[config.mk]
export PLATFORM = sky130hd
export DESIGN_NAME = prsgen8
export DESIGN_NICKNAME = d
export VERILOG_FILES = /design/src/rtl/prsgen8.sv
export SDC_FILE = /design/constraint.sdc
export NUM_CORES = 1
export LEC_CHECK = 0
export CORE_AREA = 5 5 42 44
export CTS_CLUSTER_DIAMETER = 30
export DETAILED_ROUTE_END_ITERATION = 12
export DIE_AREA = 0 0 47 49
export PLACE_DENSITY_LB_ADDON = 0.15
export SYNTH_ARGS = -nofsm -noshare
export SYNTH_HDL_FRONTEND = slang
export SYNTH_SLANG_ARGS = --single-unit
[constraint.sdc]
create_clock -name clk -period 1.4 [get_ports clk]
set_clock_uncertainty 0.05 [all_clocks]
set_input_delay 0.28 -clock clk [delete_from_list [all_inputs] [get_ports clk]]
set_output_delay 0.28 -clock clk [all_outputs]
set_load 0.005 [all_outputs]
[src/rtl/prsgen8.sv]
// 8-bit Galois LFSR pseudo-random bit source, seeded from an input byte at reset release.
// Optional macro PRSGEN8_STATE_OUT_EN adds the state_out[7:0] port.
module prsgen8 #(
    parameter logic [7:0] TAPS     = 8'hB8,
    parameter logic [7:0] ZERO_SUB = 8'h01
) (
    input  logic       clk,
    input  logic       reset,
    input  logic [7:0] seed,
`ifdef PRSGEN8_STATE_OUT_EN
    output logic [7:0] state_out,
`endif
    output logic       out
);

    localparam int unsigned W = 8;

    logic [W-1:0] state_q, state_d;
    logic         loaded_q, loaded_d;
    logic         out_q, out_d;

    // Load the seed on the first edge after release, then take Galois steps.
    always_comb begin
        state_d  = state_q;
        loaded_d = loaded_q;
        if (!loaded_q) begin
            state_d  = (seed == W'(0)) ? ZERO_SUB : seed;
            loaded_d = 1'b1;
        end else if (state_q[0]) begin
            state_d = (state_q >> 1) ^ TAPS;
        end else begin
            state_d = state_q >> 1;
        end
        out_d = loaded_d & state_d[0];
    end

    always_ff @(posedge clk or negedge reset) begin
        if (!reset) begin
            state_q  <= '0;
            loaded_q <= 1'b0;
            out_q    <= 1'b0;
        end else begin
            state_q  <= state_d;
            loaded_q <= loaded_d;
            out_q    <= out_d;
        end
    end

    assign out = out_q;

`ifdef PRSGEN8_STATE_OUT_EN
    logic [W-1:0] state_out_q;

    always_ff @(posedge clk or negedge reset) begin
        if (!reset) begin
            state_out_q <= '0;
        end else begin
            state_out_q <= loaded_d ? state_d : W'(0);
        end
    end

    assign state_out = state_out_q;
`endif

endmodule

==> metrics.cfg, run 1 <==
[route]
wl_met1_um = 282
wl_um = 693
num_vias = 252
drcViolationCount = 0
drt_pass1_iterations = 3
drtAntennaViolNets = 0
wl_per_cell_um = 11.7
drtIter0Drc = 5
highest_layer = met3
wl_met2_um = 358
wl_met3_um = 51
avgViaCountPerCell = 4.27

[synthesis]
synth.avg_cell_area_um2 = 12.9
synth_fp_nets = 38
yosysUniqueCellTypes = 10
yosysWarnings = 0
synth_area_um2 = 362
synth_top_cell_by_area = dfrtp_1
yosys_register_bits = 9
yosysSeqAreaShare_pct = 62.3
ys_top_cells_by_area = dfrtp_1 (62%), mux2_2 (12%), xnor2_1 (7.3%), a21oi_1 (4.2%), or4_1 (4.2%)
synth_top_area_share_pct = 62.3
synth_cells = 28

[global_routing]
grt_pass1_vias = 295
overflow = 0
grt_max_degree = 10
grt_first_pass_wirelength_um = 1190
antenna_found_initial = 0
track_usage_pct = 7.69

[critical_path]
critPathKind = in2reg
reg2reg_depth = 2
crit_path_end_kind = register
cp_max_fo = 2
crit_arrival_ns = 1.42
rr_endpoint = state_q[0]
r2r_slack_ns = 0.22
reg2reg_from = loaded_q
critPathRequiredTime_ns = 1.53
start_kind = input pin

[timing]
setup_viol = 0
drv_slew = 0
rsz0062_at_grt = no
max_freq_mhz = 775
hold_slack_ns = 0.262
finalCritPeriodShare_pct = 92.2
hold_viol = 0
period_needed_ns = 1.29

[clock_network]
cts-root-buf = clkbuf_4
cts_tree = done
clk_latency_ns = 0.26
clk_pin_slew_ns = 0.06
cts_buffer_depth = 2
postCtsSetupBuffers = 0
cts_sinks = 9
numCtsBuffers = 3
cts.repair.resized = 1
ctsHoldBuffers = 0
cts_htree_levels = 1

[final_layout]
finish.instance_area_um2 = 517
n_fill_cell = 142
drive_gt1_share_pct = 20.9
multiInputGateArea_um2 = 131
areaGrowthSynthToFinish_pct = 42.9
final_cells = 59
nNetsFinal = 54
fin_util_pct = 36.9
diodes = 0
regArea_um2 = 225

[hold_path]
min_path_type = in2async

[flow_run]
drv_cap = 0

[die]
fp.dieArea_mm2 = 0.00230
core_mm2 = 0.00140
start_util_pct = 25.8
fp.dieH_um = 49
placementRows = 14
io_pins = 11
die_w_um = 47

[pwr]
power_density_mw_per_mm2 = 1160
p_sw_uw = 139
pwr-share-comb_pct = 15.9
power.leakage_uw = 0.000212
swShare_pct = 23.1
pwr-share-clk_pct = 33.5
share_seq_of_total_power_pct = 50.6
peakVddDrop_mv = 0.515
p_int_uw = 462

[placed_design]
placed_cells = 55
gp_congestion = 0.698
dpl_cell_area_um2 = 492
dp_hpwl_um = 533
io_buffers = 10

[run_status]
status = finished, final reports clean

-- metal layers --
layer,vias up,GRT usage (%)
met2,6,11.3
met1,120,8.18
met3,0,3.69
li1,126,-
met4,0,5.53
met5,-,0
-- placed cells by master (no fill, tap or decap) --
cell and n:
buf_4 2, o21ai_1 1, nor2_1 3, mux2_2 4
conb_1 1, dlygate4sd2_1 1, clkbuf_1 1, a21oi_1 3
or4_1 2, clkdlybuf4s50_1 9, xnor2_1 3, clkbuf_4 3
mux2i_1 1, dfrtp_1 9
-- synthesized netlist by cell type --
master   number
conb_1        1
a21oi_1       3
mux2_2        4
mux2i_1       1
buf_2         1
or4_1         2
nor2_1        3
dfrtp_1       9
o21ai_1       1
xnor2_1       3
-- cells by family (layout without fill, tap and decap cells) --
family	Yosys count	after routing	share of synthesized area [%]
multiplexers	5	5	15.2
AND/OR/NAND/NOR	5	5	7.26
buffers and inverters	1	16	1.38
flip-flops	9	9	62.3
other	1	1	1.04
XOR/XNOR	3	3	7.27
AO/OA/AOI/OAI	4	4	5.53
-- cell type report --
cell class                 instances  area share, %
sequential                         9           43.6
multi-input combinational         18           25.4
timing repair buffer              12           22.0
clock buffer                       4           5.08
tap                               16           3.87
-- through the flow --
stage	TNS, ns	power [uW]	setup slack (ns)
final	0	600	0.109
after global routing	0	642	0.0839
after CTS	0	612	0.115
after detailed placement	-0.159	408	-0.159
after floorplan	0	353	0.364
after global placement	-0.117	405	-0.117
-- worst max-delay path, cell delays in order --
cell and delay, ns:
clkdlybuf4s50_1 0.42, or4_1 0.56, o21ai_1 0.17
-- registers in the layout, summed over array words and instances, names as in the netlist --
name      cells
state_q       8
loaded_q      1
-- power by group through the flow --
stage	clock network [uW]	logic (uW)	registers, uW
after floorplan	0	46.5	307
after global placement	0	97.8	307
after detailed placement	0	98.8	309
after CTS	211	97.7	304
after global routing	228	106	307
final	201	95.5	304
-- how the worst max path moves through the flow --
stage                        start         end  slack (ns)  depth (start not counted)
after floorplan           loaded_q  state_q[1]        0.36                          2
after global placement     seed[6]  state_q[0]       -0.12                          3
after detailed placement   seed[6]  state_q[0]       -0.16                          3
after global routing       seed[6]  state_q[0]        0.08                          3
final                      seed[6]  state_q[0]        0.11                          3
after CTS                  seed[6]  state_q[0]        0.12                          3
Power figures use the tool's default switching activity.
==> run 2: changes to the inputs <==
- ABC_CLOCK_PERIOD_IN_PS: unset -> 1400
- HOLD_SLACK_MARGIN: unset -> 0.05
==> results of run 2 <==
Same layout as run 1: the final DEF is identical, and so are final timing and power.
